$ cat src/rtl/ppr_pkg.sv
// Shared definitions for the random-walk blocks: scan FSM encoding and the
// counter-table row length (walk steps per start node times node count).
package ppr_pkg;

  typedef enum logic [2:0] {
    IDLE = 3'd0,
    RD   = 3'd1,
    ACC  = 3'd2,
    EMIT = 3'd3,
    FIN  = 3'd4
  } ppr_state_e;

  localparam int unsigned DEF_NODE_NUM  = 10;
  localparam int unsigned DEF_MAX_STEPS = 6;

  // One counter row holds every visit count recorded for a single node.
  function automatic int unsigned row_len(input int unsigned node_num,
                                          input int unsigned max_steps);
    return node_num * max_steps;
  endfunction

  localparam int unsigned DEF_ROW_LEN = row_len(DEF_NODE_NUM, DEF_MAX_STEPS);

endpackage

$ cat src/rtl/sat_add.sv
// Unsigned adder that clamps to all-ones instead of wrapping on overflow.
module sat_add #(
  parameter int unsigned DATA_WIDTH = 32
) (
  input  logic [DATA_WIDTH-1:0] a_i,
  input  logic [DATA_WIDTH-1:0] b_i,
  output logic [DATA_WIDTH-1:0] sum_o
);

  logic [DATA_WIDTH:0] wide_sum;

  assign wide_sum = {1'b0, a_i} + {1'b0, b_i};
  assign sum_o    = wide_sum[DATA_WIDTH] ? '1 : wide_sum[DATA_WIDTH-1:0];

endmodule

$ cat src/rtl/ppr_score_reducer.sv
// Scans the random-walk counter table row by row, sums each node's visit
// counts into a score beat, optionally zeroes counters, and tracks the best node.
module ppr_score_reducer
  import ppr_pkg::*;
#(
  parameter int unsigned ADDR_WIDTH           = 13,
  parameter int unsigned DATA_WIDTH           = 32,
  parameter int unsigned counter_table_offset = 1000,
  parameter int unsigned max_steps            = DEF_MAX_STEPS,
  parameter int unsigned node_num             = DEF_NODE_NUM
) (
  input  logic                  clk,
  input  logic                  reset,
  input  logic                  start,
  input  logic                  clear_en,
  output logic [ADDR_WIDTH-1:0] address,
  output logic                  write_enable,
  output logic [DATA_WIDTH-1:0] data_out,
  input  logic [DATA_WIDTH-1:0] data_in,
  output logic                  score_valid,
  input  logic                  score_ready,
  output logic [DATA_WIDTH-1:0] score_node,
  output logic [DATA_WIDTH-1:0] score_value,
  output logic                  busy,
  output logic                  done,
  output logic [DATA_WIDTH-1:0] best_node,
  output logic [DATA_WIDTH-1:0] best_score
);

  localparam int unsigned L = row_len(node_num, max_steps);

  localparam logic [DATA_WIDTH-1:0] LAST_COL  = DATA_WIDTH'(L - 1);
  localparam logic [DATA_WIDTH-1:0] LAST_NODE = DATA_WIDTH'(node_num - 1);
  localparam logic [DATA_WIDTH-1:0] ROW_LEN_W = DATA_WIDTH'(L);
  localparam logic [DATA_WIDTH-1:0] OFFSET_W  = DATA_WIDTH'(counter_table_offset);

  ppr_state_e            state_q, state_d;
  logic [DATA_WIDTH-1:0] node_q, node_d;
  logic [DATA_WIDTH-1:0] col_q, col_d;
  logic [DATA_WIDTH-1:0] acc_q, acc_d;
  logic [DATA_WIDTH-1:0] best_node_q, best_node_d;
  logic [DATA_WIDTH-1:0] best_score_q, best_score_d;
  logic                  clear_q, clear_d;

  logic [DATA_WIDTH-1:0] acc_sum;
  logic [DATA_WIDTH-1:0] addr_full;

  sat_add #(
    .DATA_WIDTH(DATA_WIDTH)
  ) u_sat_add (
    .a_i  (acc_q),
    .b_i  (data_in),
    .sum_o(acc_sum)
  );

  // Full-width address, narrowed only at the port.
  assign addr_full = OFFSET_W + node_q * ROW_LEN_W + col_q;

  always_ff @(posedge clk) begin
    // NOTE: non-blocking assignments so every register samples pre-edge values.
    if (reset) begin
      state_q      <= IDLE;
      node_q       <= '0;
      col_q        <= '0;
      acc_q        <= '0;
      best_node_q  <= '0;
      best_score_q <= '0;
      clear_q      <= 1'b0;
    end else begin
      state_q      <= state_d;
      node_q       <= node_d;
      col_q        <= col_d;
      acc_q        <= acc_d;
      best_node_q  <= best_node_d;
      best_score_q <= best_score_d;
      clear_q      <= clear_d;
    end
  end

  always_comb begin
    // NOTE: every output and next-state term gets a default first so no latch is inferred.
    state_d      = state_q;
    node_d       = node_q;
    col_d        = col_q;
    acc_d        = acc_q;
    best_node_d  = best_node_q;
    best_score_d = best_score_q;
    clear_d      = clear_q;
    address      = '0;
    write_enable = 1'b0;
    score_valid  = 1'b0;
    score_node   = '0;
    score_value  = '0;
    done         = 1'b0;
    busy         = (state_q != IDLE);

    unique case (state_q)
      IDLE: begin
        if (start) begin
          clear_d      = clear_en;
          node_d       = '0;
          col_d        = '0;
          acc_d        = '0;
          best_node_d  = '0;
          best_score_d = '0;
          state_d      = RD;
        end
      end

      RD: begin
        address = ADDR_WIDTH'(addr_full);
        state_d = ACC;
      end

      ACC: begin
        address = ADDR_WIDTH'(addr_full);
        // The zeroing write is suppressed combinationally so an abort never writes.
        write_enable = clear_q && !reset;
        acc_d        = acc_sum;
        if (col_q == LAST_COL) begin
          state_d = EMIT;
        end else begin
          col_d   = col_q + 1'b1;
          state_d = RD;
        end
      end

      EMIT: begin
        score_valid = 1'b1;
        score_node  = node_q;
        score_value = acc_q;
        if (score_ready) begin
          // Strict compare: on a tie the earlier (lower) node index is kept.
          if (acc_q > best_score_q) begin
            best_node_d  = node_q;
            best_score_d = acc_q;
          end
          acc_d = '0;
          col_d = '0;
          if (node_q == LAST_NODE) begin
            state_d = FIN;
          end else begin
            node_d  = node_q + 1'b1;
            state_d = RD;
          end
        end
      end

      FIN: begin
        done    = 1'b1;
        state_d = IDLE;
      end

      default: state_d = IDLE;
    endcase
  end

  assign data_out   = '0;
  assign best_node  = best_node_q;
  assign best_score = best_score_q;

endmodule
$ cat config.mk
export PLATFORM = sky130hd
export DESIGN_NAME = ppr_score_reducer
export DESIGN_NICKNAME = d
export VERILOG_FILES = /design/src/rtl/ppr_pkg.sv /design/src/rtl/sat_add.sv /design/src/rtl/ppr_score_reducer.sv
export SDC_FILE = /design/constraint.sdc
export NUM_CORES = 1
export LEC_CHECK = 0
export ABC_AREA = 0
export CAP_MARGIN = 20
export CORE_UTILIZATION = 53
export CTS_BUF_LIST = sky130_fd_sc_hd__clkbuf_8
export CTS_CLUSTER_DIAMETER = 150
export DETAILED_ROUTE_END_ITERATION = 8
export PLACE_DENSITY = 0.81
export RECOVER_POWER = 50
export SLEW_MARGIN = 20
export SYNTH_ARGS = -nofsm -noshare
export SYNTH_HDL_FRONTEND = slang
export SYNTH_SLANG_ARGS = --single-unit
$ cat constraint.sdc
create_clock -name clk -period 12.35 [get_ports clk]
set_clock_uncertainty 0.05 [all_clocks]
set_input_delay 2.47 -clock clk [delete_from_list [all_inputs] [get_ports clk]]
set_output_delay 2.47 -clock clk [all_outputs]
set_load 0.005 [all_outputs]
== Word-level counts from Yosys, hierarchy flattened ==
Index checks and enable logic that the tools add are counted.

* Input bits: 37
* Logic and storage cells: 64
* Register bits after elaboration: 164

* Multiply operators: 1
* $lt $le $gt $ge: 1
* Mux-type cells: 26
* Eq/ne operators: 11
* Reductions and logical operators: 13
* $add $sub $neg: 5

{| class="wikitable"
|+ Operator list
! operator !! count
|-
| $mux 32 || 12
|-
| $pmux 32 s2 || 3
|-
| $pmux 32 s3 || 2
|-
| $add 32x1->32 const B || 2
|-
| $add 32x32->33 || 1
|-
| $eq 32x4->1 const B || 1
|-
| $eq 32x6->1 const B || 1
|-
| $gt 32x32->1 || 1
|-
| $mul 32x4->11 const B || 1
|-
| $add 10x13->13 const A || 1
|-
| $add 13x13->13 || 1
|-
| $mux 13 || 1
|-
| $pmux 3 s4 || 1
|-
| $reduce_and 4->1 || 3
|-
| $ne 2x2->1 const B || 5
|-
| $mux 3 || 3
|-
| $eq 3x2->1 const B || 2
|-
| $reduce_bool 3->1 || 2
|-
| $reduce_and 2->1 || 2
|-
| $eq 3x1->1 const B || 1
|-
| $eq 3x3->1 const B || 1
|-
| $logic_not 3->1 || 1
|-
| $mux 1 || 3
|-
| $reduce_and 3->1 || 1
|-
| 5 further kinds || 5
|}

== Logic depth before layout (Yosys ltp) ==
* Word-level depth: 4
* Mapped depth: 19
* Depth with buffers taken out: 19

== Modules after synthesis ==
From an unflattened synthesis, not the netlist that was laid out.

* Cells, all modules: 1487
* Area total of the unflattened synthesis: 11642.4 um^2

{| class="wikitable"
|+ Modules (own cells, without submodules)
! module !! instances !! area an instance (um^2) !! cells an instance
|-
| ppr_score_reducer || 1 || 9699.3 || 1198
|-
| sat_add || 1 || 1943.1 || 289
|}

== Least setup slack after synthesis ==
OpenSTA, ideal clock, no wires.

* Path kind: flip-flop to output port
* Start: register node_q[0]
* End: output port address[12]
* Data required time: 9.830 ns
* Path slack: 6.003 ns
* Cell stages (with the launch flop): 19
* Arrival time: 3.827 ns
* Path buffers: 0
* Cell sequence: dfxtp_1 fa_1 xor2_1 ha_1 ha_1 a31o_2 a21oi_1 o21bai_1 a21oi_1 xnor2_1 ha_1 inv_1 ha_1 a21oi_1 o21ai_0 a21o_1 a21oi_1 xnor2_1 nor2_1

* Word-level cells in the longest chain between the ends: 4

{| class="wikitable"
|+ RTL lines
! what !! line !! source
|-
| start: declaration || ppr_score_reducer.sv:38 || <nowiki>logic [DATA_WIDTH-1:0] node_q, node_d;</nowiki>
|-
| start signal: assignment || ppr_score_reducer.sv:71 || <nowiki>node_q <= node_d;</nowiki>
|-
| $mul 32x4->11 || ppr_score_reducer.sv:57 || <nowiki>assign addr_full = OFFSET_W + node_q * ROW_LEN_W + col_q;</nowiki>
|-
| $add 10x13->13 || ppr_score_reducer.sv:57 ||
|-
| $add 13x13->13 || ppr_score_reducer.sv:57 ||
|-
| $mux 13 || ppr_score_reducer.sv:97 || <nowiki>unique case (state_q)</nowiki>
|-
| end: declaration || ppr_score_reducer.sv:16 || <nowiki>output logic [ADDR_WIDTH-1:0] address,</nowiki>
|}

Every way passes these cells.

== Worst setup path after layout ==
Same ends and word-level chain as after synthesis.

==> metrics.csv <==
stage;metric;value;unit
floorplanning;Core Footprint;20300;sq um
drt;routed vias/inst;5.40;
floorplanning;die height;146;microns
clocking;CTS root buffer;clkbuf_8;
timing;RSZ-0062 raised after global routing;false;
floorplanning;IO Pins;214;
worst_hold_path;WHS Path Cells;2;
drt;wire length per cell;15.5;microns
setup_path;r2r endpoint;best_score[15]$_SDFFE_PP0P_;
synth;Post-Synthesis Cells;1326;
power_and_ir_drop;Pwr Total;1.12;mW
clocking;# resized after CTS;0;
setup_path;startpoint types;flop;
power_and_ir_drop;sequential power share;0.479;
floorplanning;Total Die Area;21300;sq um
setup_path;Crit Path Max Fanout;8;
clocking;clk buf depth;2;
worst_hold_path;Hold EP;acc_q[17]$_SDFFE_PP0P_;
setup_path;Critical Path AT;5.04;ns
finish;Layout Nets;1640;
timing;final worst path period share;0.612;
power_and_ir_drop;P per Cell Area;84.8;nW/um^2
power_and_ir_drop;Net Sw Power;0.316;mW
global_routing;GRT Residual Overflow;0;
timing;Final Hold Vio Count;0;
clocking;CTS tree;yes;
drt;DR pass1 iterations;5;
floorplanning;FP Rows;52;
power_and_ir_drop;Clock Power Share;0.386;
clocking;TritonCTS buffer count;17;
clocking;H-tree depth;4;
global_routing;gr usage total;0.263;
setup_path;Crit. End Element;primary output;
synth;simple-gate share of the synthesized area;0.206;
placement;number of buffers added on ports;181;
synth;Mean Syn Cell Area;8.29;sq um
drt;detailed-route via count;9517;
drt;DR iter-0 viols;501;
floorplanning;initial core utilization;0.542;
power_and_ir_drop;combinational share of power;0.134;
setup_path;flop2flop setup slack;6.19;ns
global_routing;vias in the first global route;9278;
drt;drc violations;0;
synth;EDFF count, synth;0;
power_and_ir_drop;Sw Share;0.281;
synth;Netlist cell types;67;
clocking;postcts setup bufs;0;
synth;post-synthesis compound-gate area fraction;0.125;
synth;adder-cell share of the synthesized area;0.150;
setup_path;Crit Reg-Reg Startpoint;state_q[2]$_SDFFE_PP0P_;
global_routing;first-pass GRT wire length;45.4;mm
worst_hold_path;Hold Crit Start;acc_q[17]$_SDFFE_PP0P_;
synth;Warnings, synthesis;0;
timing;Slew Limit Fails;94;
clocking;CTS Sinks;164;
worst_hold_path;class of the worst hold path;flop to flop;
setup_path;CP Class;flop to primary output;
placement;Post-DP Area;12800;sq um
clocking;clock slew at reported path FFs;0.09;ns
setup_path;r2r worst-path depth;10;
power_and_ir_drop;Worst VDD drop;0.0695;mV
placement;RD Place Congestion;0.893;
synth;dominant synthesized flop cell;dfxtp_1;
finish;Synth-to-Final Area Change;20.6;%
synth;Async SR Flop Fraction;0;
power_and_ir_drop;Static Leak;5.88;nW
status;failing checks;max-capacitance violations, max-slew violations;
synth;main combinational cell family by area after synthesis;simple AND/OR/NAND/NOR gates;
synth;sequential area share after synthesis;0.299;
synth;mux cell area share after synthesis;0.0621;
synth;mapped cell area;11000;sq um
timing;fin crit period;7.56;ns
global_routing;largest net degree at the start of global routing;74;
placement;hpwl dp;20.6;mm
clocking;hold-fix buffer count after cts;0;
finish;fillcell total;1724;
drt;drt total wl;27.4;mm
setup_path;CP Data Required Time;9.83;ns
clocking;clk_lat worst skew;0.47;ns
timing;worst-margin pin slew;3.56;ns
flow_run;max_cap viols;2;
timing;Relative slew margins;-1.38;
timing;count of final setup violators;0;
synth;flop and latch count out of synthesis;164;
floorplanning;Die X;146;microns
power_and_ir_drop;cell-internal power;0.809;mW
synth;Post-Synth XOR/XNOR Area;0.0821;
drt;Routed Antenna Nets;0;
global_routing;initial antenna violation count;0;
finish;Antenna Diode Count;0;
finish;final instance area;13300;sq um
timing;Max Clock Freq;0.132;GHz
timing;Fin Setup TNS;0;ns
status;status;finished, violations left;
finish;layout cells sized above 1;0.0348;
layer usage:
metal / track usage / vias up / wire [microns]
met5: 0 / - / 0
met4: 0.0750 / 0 / 479
met3: 0.0591 / 35 / 1740
met1: 0.321 / 4439 / 12000
li1: - / 4755 / -
met2: 0.461 / 288 / 13200
cells in the mapped netlist (2+ instances only):
cell type | instances | area (sq um)
nor2_1 | 168 | 631
dfxtp_1 | 164 | 3280
ha_1 | 106 | 1330
inv_1 | 95 | 357
nand2_1 | 95 | 357
a21oi_1 | 79 | 395
mux2i_1 | 66 | 661
xnor2_1 | 62 | 543
and2_1 | 56 | 350
o21ai_0 | 44 | 220
xor2_1 | 41 | 359
buf_4 | 33 | 248
nand3_1 | 33 | 165
a21o_1 | 29 | 218
clkbuf_1 | 29 | 109
and3_1 | 26 | 163
nand4_1 | 25 | 156
fa_1 | 16 | 320
buf_2 | 14 | 70.1
nor4_1 | 13 | 81.3
nor3_1 | 12 | 60.1
o21ai_1 | 12 | 60.1
a211oi_1 | 10 | 75.1
o21bai_1 | 9 | 67.6
or3_1 | 9 | 56.3
nand2b_1 | 8 | 50.1
nor2b_1 | 8 | 50.1
a31oi_1 | 5 | 31.3
o211ai_1 | 5 | 37.5
and4_1 | 4 | 35.0
o21a_1 | 4 | 30.0
a211o_1 | 3 | 26.3
a221oi_1 | 3 | 26.3
a31o_2 | 2 | 17.5
buf_6 | 2 | 22.5
inv_2 | 2 | 7.51
mux2_2 | 2 | 22.5
nor3b_1 | 2 | 15.0
nor4b_1 | 2 | 17.5
final cells by class:
cell class,instances,area (sq um),area share
inverters,97,364,0.0275
repair buffers,185,1830,0.138
well taps,270,338,0.0255
clock inverters,14,194,0.0146
multi-input cells,1016,7000,0.528
flip-flops and latches,164,3280,0.248
clock buffers,18,248,0.0187
registers in the layout, indices dropped and copies added (netlist names):
signal and cells:
best_score 32, state_q 3, col_q 32, acc_q 32
clear_q 1, node_q 32, best_node 32
critical path: stages, from the launching register on:
cell and delay [ns]:
dfxtp_1 0.52, fa_1 0.50, xor2_1 0.20, ha_1 0.31
ha_1 0.28, a31o_2 0.23, a21oi_1 0.21, o21bai_1 0.09
a21oi_1 0.22, xnor2_1 0.09, ha_1 0.27, inv_1 0.04
ha_1 0.32, a21oi_1 0.12, o21ai_0 0.14, a21o_1 0.20
a21oi_1 0.16, xnor2_1 0.08, nor2_1 0.08, clkdlybuf4s50_1 0.50
through the flow:
stage | hold WS, ns | setup WS, ns | utilization | instances
final | 0.432 | 4.79 | 0.653 | 1764
after global placement | 0.411 | 5.33 | 0.632 | 1731
after global routing | 0.465 | 4.44 | 0.653 | 1764
after CTS | 0.435 | 4.76 | 0.654 | 1764
after detailed placement | 0.422 | 5.27 | 0.633 | 1732
after floorplan | 0.382 | 6.00 | - | 1357
layout by cell type (no fill, tap or decap), drive strengths merged, types with 57 or more instances in the layout:
master / n
nor2: 168
dfxtp: 164
clkdlybuf4s50: 111
ha: 106
inv: 102
nand2: 96
a21oi: 80
dlygate4sd3: 69
mux2i: 66
xnor2: 62
and2: 57
o21ai: 57
power groups by stage:
| stage | clock network, mW | registers (mW) | logic [mW] |
|---|---|---|---|
| after detailed placement | 0 | 0.551 | 0.152 |
| after floorplan | 0 | 0.548 | 0.114 |
| after global placement | 0 | 0.551 | 0.149 |
| after global routing | 0.467 | 0.540 | 0.166 |
| final | 0.435 | 0.539 | 0.151 |
| after CTS | 0.444 | 0.539 | 0.153 |
worst max-delay path by stage:
| stage | startpoint | end | slack, ns | cells past startpoint |
|---|---|---|---|---|
| after floorplan | node_q[0]$_SDFFE_PP0P_ | address[12] | 6.00 | 18 |
| after global placement | node_q[0]$_SDFFE_PP0P_ | address[12] | 5.33 | 19 |
| after detailed placement | node_q[0]$_SDFFE_PP0P_ | address[12] | 5.27 | 19 |
| after CTS | node_q[0]$_SDFFE_PP0P_ | address[12] | 4.76 | 19 |
| after global routing | node_q[0]$_SDFFE_PP0P_ | address[12] | 4.44 | 19 |
| final | node_q[0]$_SDFFE_PP0P_ | address[12] | 4.79 | 19 |
cells by family (layout without fill, tap and decap cells):
group | after synthesis | in the layout
AOI/OAI and AO/OA | 222 | 222
xor gates and xnor gates | 103 | 103
other | 1 | 32
muxes | 68 | 68
buffers and inverters | 177 | 314
and+or+nand+nor | 469 | 469
adders and majority gates | 122 | 122
DFF | 164 | 164
(Power assumes the default switching activity.)
